`src/rtl/arb8_scheduler.sv`:
```
// arb8_scheduler: 8-way round-robin grant scheduler with registered outputs and a GAP cycle between grants.
// Optional hold timer enabled by `define ARB8_SCHEDULER_TIMEOUT_EN (forced release after HOLD_MAX cycles).
`default_nettype none

module arb8_scheduler #(
    parameter int HOLD_MAX = 16
) (
    input  logic       CLK,
    input  logic       RST_N,
    input  logic [7:0] REQ,
    output logic [7:0] GNT,
    output logic [2:0] GNT_IDX,
    output logic       GNT_VALID,
    output logic       TIMEOUT
);

    if (HOLD_MAX < 2 || HOLD_MAX > 255) begin : g_hold_range_check
        $error("arb8_scheduler: HOLD_MAX must be within 2..255");
    end

    typedef enum logic [1:0] {
        IDLE  = 2'd0,
        GRANT = 2'd1,
        GAP   = 2'd2
    } state_t;

    state_t     state;
    logic [2:0] ptr;
    logic [2:0] win_idx;
    logic [2:0] scan_idx;

    // Rotating priority scan starting at ptr; win_idx is only used when REQ != 0.
    always_comb begin
        win_idx  = ptr;
        scan_idx = ptr;
        for (int k = 7; k >= 0; k--) begin
            scan_idx = ptr + 3'(k);
            if (REQ[scan_idx]) begin
                win_idx = scan_idx;
            end
        end
    end

`ifdef ARB8_SCHEDULER_TIMEOUT_EN
    localparam int CNT_W = $clog2(HOLD_MAX);
    localparam logic [CNT_W-1:0] CNT_LAST = CNT_W'(HOLD_MAX - 1);

    logic [CNT_W-1:0] hold_cnt;
`else
    assign TIMEOUT = 1'b0;
`endif

    always_ff @(posedge CLK) begin
        if (!RST_N) begin
            state     <= IDLE;
            ptr       <= 3'd0;
            GNT       <= 8'd0;
            GNT_IDX   <= 3'd0;
            GNT_VALID <= 1'b0;
`ifdef ARB8_SCHEDULER_TIMEOUT_EN
            hold_cnt  <= '0;
            TIMEOUT   <= 1'b0;
`endif
        end else begin
`ifdef ARB8_SCHEDULER_TIMEOUT_EN
            TIMEOUT <= 1'b0;
`endif
            case (state)
                IDLE, GAP: begin
                    if (|REQ) begin
                        state     <= GRANT;
                        GNT       <= 8'd1 << win_idx;
                        GNT_IDX   <= win_idx;
                        GNT_VALID <= 1'b1;
`ifdef ARB8_SCHEDULER_TIMEOUT_EN
                        hold_cnt  <= '0;
`endif
                    end else begin
                        state <= IDLE;
                    end
                end
                GRANT: begin
                    // A voluntary release wins over a timeout landing on the same edge.
                    if (!REQ[GNT_IDX]) begin
                        state     <= GAP;
                        ptr       <= GNT_IDX + 3'd1;
                        GNT       <= 8'd0;
                        GNT_IDX   <= 3'd0;
                        GNT_VALID <= 1'b0;
`ifdef ARB8_SCHEDULER_TIMEOUT_EN
                    end else if (hold_cnt == CNT_LAST) begin
                        state     <= GAP;
                        ptr       <= GNT_IDX + 3'd1;
                        GNT       <= 8'd0;
                        GNT_IDX   <= 3'd0;
                        GNT_VALID <= 1'b0;
                        TIMEOUT   <= 1'b1;
                    end else begin
                        hold_cnt <= hold_cnt + 1'b1;
`endif
                    end
                end
                default: begin
                    state     <= IDLE;
                    GNT       <= 8'd0;
                    GNT_IDX   <= 3'd0;
                    GNT_VALID <= 1'b0;
                end
            endcase
        end
    end

endmodule

`default_nettype wire
```
`config.mk`:
```
export PLATFORM = sky130hd
export DESIGN_NAME = arb8_scheduler
export DESIGN_NICKNAME = d
export VERILOG_FILES = /design/src/rtl/arb8_scheduler.sv
export SDC_FILE = /design/constraint.sdc
export NUM_CORES = 1
export LEC_CHECK = 0
export CORE_MARGIN = 2
export CORE_UTILIZATION = 59
export DETAILED_ROUTE_END_ITERATION = 10
export GPL_TIMING_DRIVEN = 0
export PLACE_DENSITY = 0.81
export SETUP_SLACK_MARGIN = 0.3
export SYNTH_ARGS = -nofsm -noshare
export SYNTH_HDL_FRONTEND = slang
export SYNTH_SLANG_ARGS = --single-unit
```
`constraint.sdc`:
```
create_clock -name CLK -period 9.31 [get_ports CLK]
set_input_delay 1.862 -clock CLK [delete_from_list [all_inputs] [get_ports CLK]]
set_output_delay 1.862 -clock CLK [all_outputs]
set_load 0.03 [all_outputs]
```
-- Yosys cells after proc, flatten, opt, wreduce, memory -nomap -nowiden
Cells that the tools add are included.
- flip-flop bits (word level): 17
- input port bits: 10
- output and inout port bits: 13
- logic and storage cells: 71
- add/subtract/negate cells: 8
- order comparisons: 9
- eq/ne operators: 4
- shift operators: 1
- muxes and demuxes: 38
- bitwise logic cells: 1
- reduce and logical (&&, ||, !) cells: 5
- operators with widths (cell ; number):
    3-bit by 4-bit < comparator with 1-bit output, second input constant ; 9
    3-bit two-way mux ; 10
    1-bit binary-select mux with 3-bit select ; 9
    8-bit two-way mux ; 2
    8-bit one-hot mux with 2 select lines ; 1
    3-bit adder, second input constant ; 4
    1-bit two-way mux ; 12
    8-bit OR reduction ; 1
    1-bit by 3-bit left shift with 8-bit output, first input constant ; 1
    3-bit by 1-bit adder with 3-bit output, second input constant ; 2
    3-bit by 2-bit adder with 3-bit output, second input constant ; 2
    3-bit one-hot mux with 2 select lines ; 1
    2-bit != test, second input constant ; 2
    2-bit one-hot mux with 2 select lines ; 1
    2-bit AND reduction ; 2
    2-bit by 1-bit equality test with 1-bit output, second input constant ; 1
    2-bit equality test, second input constant ; 1
    2-bit logical NOT ; 1
    2-bit two-way mux ; 1
    1-bit one-hot mux with 2 select lines ; 1
    2-bit OR reduction ; 1
    1-bit inverter ; 1

-- Logic depth before layout (Yosys ltp)
Gate-level depths: netlist of the first run.
- depth in word-level cells: 14
- gate-level depth with buffers: 12
- mapped depth without buffers: 9

-- Worst setup path after synthesis of the first run
OpenSTA, ideal clock, no wires.
- path type: input to register
- from: input port REQ[2]
- to: register GNT[4]
- library setup time: 0.087 ns
- arrival time: 3.866 ns
- data required time: 9.223 ns
- path slack: 5.356 ns
- stages: 8
- path buffers: 1
- path through: buf_2 > mux4_2 > mux2_4 > mux2_2 > a21oi_1 > a311oi_1 > or3_4 > o31ai_1
- word-level cells in the longest chain between the ends: 13
- elaborated cells on any way between the ends: 33
- classes of those cells: eq/ne (2); shift (1); mux (28); reduce/logical (2)
- ends and longest elaborated chain (element ; line ; RTL):
    from (decl) ; 10 ; input logic [7:0] REQ,
    1-bit binary-select mux with 3-bit select ; 38 ; if (REQ[scan_idx]) begin
    1-bit two-way mux (implied by the code) ; 38 ;
    3-bit two-way mux (8 in a row) ; 38 ;
    1-bit by 3-bit left shift with 8-bit output ; 72 ; GNT <= 8'd1 << win_idx;
    8-bit two-way mux ; 70 ; if (|REQ) begin
    8-bit one-hot mux with 2 select lines ; 68 ; case (state)
    to (signal assigned) ; 72 ;
    to (decl) ; 11 ; output logic [7:0] GNT,
Several ways; a longest one is shown, not always the timed one. The select of a mux whose other input is x is not followed.
A chain may end at the register's enable or synchronous reset.

-- Final worst setup path of the first run
- from: input port REQ[6]
- to: register GNT_IDX[2]
- word-level cells in the longest chain between the ends: 12
- elaborated cells on any way between the ends: 32
- classes of those cells: eq/ne (2); mux (28); reduce/logical (2)
- ends and longest elaborated chain (element ; line ; RTL):
    1-bit binary-select mux with 3-bit select ; 38 ;
    1-bit two-way mux (implied by the code) ; 38 ;
    3-bit two-way mux (8 in a row) ; 38 ;
    3-bit two-way mux ; 70 ;
    3-bit one-hot mux with 2 select lines ; 68 ;
    to (signal assigned) ; 73 ; GNT_IDX <= win_idx;
    to (decl) ; 12 ; output logic [2:0] GNT_IDX,
Several ways; a longest one is shown, not always the timed one. The select of a mux whose other input is x is not followed.

==> results_dict.tcl, run 1 <==
set metrics [dict create \
    clock_latency_ns 0.29 \
    fin_nets 227 \
    drive_gt1_share_pct 22.54 \
    area_growth_pct 16.18 \
    ys_seq_area_share_pct 20.00 \
    fp.dieH_um 57.71 \
    r2r_cells 12 \
    crit_buf_inv 2 \
    cp.depth 9 \
    synth.distinct_cells 46 \
    grt_pass1_wl_um 7389 \
    yosys-top-cells-area "dfxtp_1, mux4_2, mux2i_1" \
    drv_slew 0 \
    syn_nets 201 \
    numCtsBuffers 3 \
    grt_max_degree 11 \
    grt_pass1_vias 1528 \
    routedWlPerCell_um 18.43 \
    grt_antenna_before_repair 0 \
    postLayoutCoreUtil_pct 71.69 \
    min_path_cells 2 \
    fillers 206 \
    worstSetupPathType "in -> reg" \
    fin_ws_ns 4.729 \
    path_common_cell "o21ai_0" \
    drc 0 \
    synth_area_per_cell_um2 9.051 \
    synth.most_common_cell "nand2_1" \
    cp_slowest_cell "mux4_2" \
    fmax_mhz 218.3 \
    setup_violations 0 \
    required_ns 9.47 \
    post-cts-setup-buffers 0 \
    synth_seq_cells 17 \
    synth_warnings 0 \
    vias 1632 \
    worst_ir_drop_vdd_uv 176.5 \
    clock_skew_ns 0.001625 \
    io_pins 23 \
    p_per_area_nw_per_um2 171.6 \
    dp_hpwl_um 3408 \
    cap_violations 0 \
    coreArea_um2 2758 \
    drtIter0Drc 174 \
    cts.repair.resized 0 \
    stdcell_area_um2 1977 \
    yosysTopAreaCellShare_pct 20.00 \
    critPathLaunchType "input pin" \
    root_buffer "clkbuf_4" \
    path_clk_slew_ns 0.10 \
    hold_path_class "reg -> reg" \
    hold_viol 0 \
    synth_edf_count 0 \
    syn_inst 188 \
    cts.sinks 17 \
    slowest_delay_ns 0.58 \
    synth_flop_cell "dfxtp_1" \
    diodes 0 \
    drt-total-wl_um 4496 \
    tightest_slew_ns 0.6935 \
    vias_per_cell 6.689 \
    p_leak_nw 0.7448 \
    async_flop_share_pct 0 \
    die-area_um2 3330 \
    fin_crit_ns 4.581 \
    crit_fanout 10 \
    globalplace.congestion 0.8979 \
    io_buffers 21 \
    cts_tree "done" \
    grt_use_total_pct 28.60 \
    postCtsHoldBufs 0 \
    start_util_pct 61.71 \
    crit_family "compound AO/OA/AOI/OAI gates" \
    cp_cell_sequence "clkdlybuf4s50_1 -> clkbuf_2 -> mux4_2 -> a22oi_1 -> o21ai_0 -> a222oi_1 -> nor3_1 -> o21ai_0 -> o21ai_0" \
    h-tree-depth 1 \
    drtAntennaViolNets 0 \
    synth_area_um2 1702 \
    rsz0062_at_grt "no" \
    synth_top_area_cell "dfxtp_1" \
    clk_path_buf_depth 2 \
    arrival_ns 4.74 \
    dr.pass1.iters 5 \
    place_area_um2 1951 \
    max_slew_margin_pct 53.46 \
    fin_crit_sh_pct 49.20 \
    pre_cts_ws_ns 4.551 \
    rows 19 \
    grt-ovfl-total 0 \
    synth_top_cells_by_count "nand2_1, dfxtp_1, mux4_2, nor2_1, a21oi_1" \
    status "completed" \
    tns_ns 0 \
    fp.dieW_um 57.71 \
    endpoint_kind "flop" \
]
-- worst min-delay path: stages (launching register included) --
cell	delay, ns
dfxtp_1	0.32
nand2_1	0.05
o31ai_1	0.05
-- metrics by stage --
step                      instances  hold slack (ns)  total power [mW]
after CTS                       244           0.4576            0.3350
after floorplan                 188           0.5173            0.2453
after detailed placement        240           0.4381            0.2958
final                           244           0.4558            0.3392
after global routing            244           0.4892            0.3575
after global placement          240           0.4362            0.2867
-- cell families after synthesis --
logic type / after synthesis / share of synthesized area, %
simple gates: 55 / 15.00
compound gates: 47 / 18.82
mux: 37 / 34.04
buf+inv: 22 / 6.617
flops: 17 / 20.00
xor+xnor: 6 / 3.088
fa+ha+maj: 3 / 2.206
other cells: 1 / 0.2204
-- final timing paths --
| check | slack, ns | from | to |
|---|---|---|---|
| worst max-delay path | 4.73 | REQ[6] | GNT_IDX[2]$_SDFFE_PN0P_ |
| worst min-delay path | 0.46 | GNT[1]$_SDFFE_PN0P_ | GNT[1]$_SDFFE_PN0P_ |
| worst max register to register | 5.22 | ptr[1]$_SDFFE_PN0P_ | GNT_IDX[2]$_SDFFE_PN0P_ |
| worst min register to register | 0.46 | GNT[1]$_SDFFE_PN0P_ | GNT[1]$_SDFFE_PN0P_ |
-- metal layers --
metal / vias up / global-route usage [%] / part of all wire (%)
li1: 751 / - / -
met5: - / 0 / 0
met2: 92 / 48.21 / 50
met4: 0 / 6.312 / 1.9
met1: 774 / 38.35 / 39
met3: 15 / 5.580 / 8.9
-- where the power goes --
group / internal, mW / leakage [nW] / total (mW) / switching, mW
clock network: 0.0167 / 0.0150 / 0.0402 / 0.0235
logic: 0.0950 / 0.591 / 0.210 / 0.115
registers: 0.0821 / 0.139 / 0.0894 / 0.00731
total: 0.194 / 0.745 / 0.339 / 0.145
-- state kept, by name, indices dropped and copies added, names as in the netlist --
register,flops
ptr,3
state,2
GNT,8
GNT_IDX,3
GNT_VALID,1
-- cell type report --
type	count	area [um^2]	share of cell area, %
flip-flops and latches	17	340.3	17.22
clock buffers	4	26.28	1.329
multi-input cells	149	1249	63.16
plain buffers	17	93.84	4.747
well taps	31	38.79	1.962
inverters	5	18.77	0.9494
repair buffers	21	210.2	10.63
-- cell usage in the layout, fill, tap and decap left out, drive strengths merged, types with 2 or more instances in the layout --
master and count:
nand2 20, clkdlybuf4s50 21, o211ai 2, mux4 15, nor3 3, xor2 2, and3 2, xnor2 4
mux2i 11, dfxtp 17, nor2 15, nand3 2, a22oi 2, a21oi 13, and2 3, a22o 3
ha 3, inv 4, clkbuf 9, nand2b 4, mux2 11, buf 12, o31ai 9, a211o 2
nor2b 2, o21ai 7, o21bai 2, or3 2
Note: power is estimated with default switching activity, not from simulation.
==> run 2, diff against run 1 <==
--- a/config.mk
+++ b/config.mk
@@ -6,10 +6,10 @@
 export NUM_CORES = 1
 export LEC_CHECK = 0
 export CORE_MARGIN = 2
-export CORE_UTILIZATION = 59
+export CORE_UTILIZATION = 55
 export DETAILED_ROUTE_END_ITERATION = 10
 export GPL_TIMING_DRIVEN = 0
-export PLACE_DENSITY = 0.81
+export PLACE_DENSITY = 0.76
 export SETUP_SLACK_MARGIN = 0.3
 export SYNTH_ARGS = -nofsm -noshare
 export SYNTH_HDL_FRONTEND = slang
==> constraint.sdc (replaced) <==
create_clock -name CLK -period 4.3 [get_ports CLK]
set_input_delay 0.86 -clock CLK [delete_from_list [all_inputs] [get_ports CLK]]
set_output_delay 0.86 -clock CLK [all_outputs]
set_load 0.03 [all_outputs]
==> run 2 against run 1 <==
First-iteration DRC count is 48% lower. Cell area is 0.95% higher. Sequential share of layout area is 0.16 points lower. Global-route usage is 2.6 points lower. Highest routed layer unchanged.
==> results_dict.tcl, run 2 (synthesis gave the netlist of run 1 again) <==
set metrics [dict create \
    drt-total-wl_um 4352 \
    status "completed" \
    coreArea_um2 3003 \
    fin_crit_ns 3.707 \
    postLayoutCoreUtil_pct 66.46 \
    fin_crit_sh_pct 86.21 \
    cts_tree "done" \
    fp.dieH_um 59.62 \
    dp_hpwl_um 3256 \
    diodes 0 \
    grt_use_total_pct 26.04 \
    critPathLaunchType "flop" \
    clock_latency_ns 0.29 \
    rows 20 \
    largestRegisters "GNT x8, GNT_IDX x3, ptr x3" \
    grt_pass1_vias 1547 \
    endpoint_kind "flop" \
    required_ns 4.51 \
    p_per_area_nw_per_um2 365.2 \
    path_clk_slew_ns 0.09 \
    cp_slowest_cell "or3_4" \
    rsz0062_at_grt "no" \
    vias_per_cell 6.642 \
    fmax_mhz 269.8 \
    cap_violations 0 \
    die-area_um2 3555 \
    fp.dieW_um 59.62 \
    drv_slew 0 \
    crit_fanout 10 \
    cp_cell_sequence "buf_4 -> clkbuf_4 -> clkinvlp_4 -> ha_1 -> buf_2 -> mux4_2 -> mux2_4 -> mux2_2 -> a21oi_1 -> a311oi_2 -> or3_4 -> o31ai_1" \
    p_leak_nw 0.7456 \
    drtIter0Drc 90 \
    hold_path_class "reg -> reg" \
    dp_cells 242 \
    arrival_ns 3.91 \
    clk_path_buf_depth 2 \
    fin_nets 227 \
    globalplace.congestion 0.9184 \
    dr.pass1.iters 5 \
    largest-register "GNT" \
    setup_violations 0 \
    root_buffer "clkbuf_4" \
    slowest_delay_ns 0.42 \
    fillers 251 \
    tns_ns 0 \
    largest_reg_flops 8 \
    cts.sinks 17 \
    power_uw 728.9 \
    worstSetupPathType "reg -> reg" \
    hold_viol 0 \
    drive_gt1_share_pct 23.94 \
    h-tree-depth 1 \
    area_growth_pct 17.28 \
    grt-ovfl-total 0 \
    io_buffers 21 \
    grt_pass1_wl_um 7031 \
    drc 0 \
    numCtsBuffers 3 \
    vias 1634 \
    grt_max_degree 11 \
    layout_commonest_cell "clkdlybuf4s50_1" \
    worst_ir_drop_vdd_uv 204.9 \
    io_pins 23 \
    drtAntennaViolNets 0 \
    clock_skew_ns 0.003852 \
    layout_common_cells "clkdlybuf4s50_1, nand2_1, dfxtp_1" \
    grt_antenna_before_repair 0 \
    final_cells 246 \
    start_util_pct 56.67 \
    routedWlPerCell_um 17.69 \
]
run 2: cell type report:
| type | instances | area (um^2) | share of cell area [%] |
|---|---|---|---|
| plain buffers | 17 | 96.34 | 4.828 |
| clock buffers | 4 | 26.28 | 1.317 |
| inverters | 5 | 22.52 | 1.129 |
| multi-input cells | 149 | 1259 | 63.07 |
| flip-flops and latches | 17 | 340.3 | 17.05 |
| well taps | 33 | 41.29 | 2.069 |
| repair buffers | 21 | 210.2 | 10.53 |
run 2: worst max-delay path, delay by kind of cell (launching register included):
kind,cells,cell delay (ns)
fa+ha+maj,1,0.40
compound gates,3,0.50
flops,1,0.34
mux,3,1.01
simple gates,1,0.42
buf+inv,4,0.96
run 2: path summary, 6_finish.rpt:
path,from,to,slack (ns),cells past startpoint
worst max-delay path,ptr[1]$_SDFFE_PN0P_,GNT[0]$_SDFFE_PN0P_,0.59,12
worst min-delay path,GNT[4]$_SDFFE_PN0P_,GNT[4]$_SDFFE_PN0P_,0.47,2
worst min register to register,GNT[4]$_SDFFE_PN0P_,GNT[4]$_SDFFE_PN0P_,0.47,2
worst max register to register,ptr[1]$_SDFFE_PN0P_,GNT[0]$_SDFFE_PN0P_,0.59,12
run 2: what timing repair did:
action,CTS,global route
setup buffers,0,0
pin swaps,0,1
hold buffers,0,0
gates resized for setup,1,4
endpoints found under the setup margin,2,9
run 2: where the power goes:
group	switching (mW)	internal, mW	total [mW]
clock	0.0475	0.0361	0.0836
sequential	0.0171	0.178	0.195
combinational	0.243	0.208	0.450
total	0.308	0.421	0.729
run 2: layer usage:
metal  global-route usage, %  vias to the layer above  part of all wire [%]
met3                   6.114                        4                   8.0
met1                   35.36                      802                    41
met5                       0                        -                     0
li1                        -                      755                     -
met2                   42.54                       73                    50
met4                   5.397                        0                  0.23
run 2: through the flow:
stage	hold WS, ns	setup WS, ns	cell area (um^2)
finish	0.4666	0.5929	1996
detailed placement	0.4470	0.2960	1953
CTS	0.4696	0.4584	1979
global placement	0.4375	0.4056	1953
floorplan	0.5173	1.025	1702
global route	0.4940	0.3340	1996
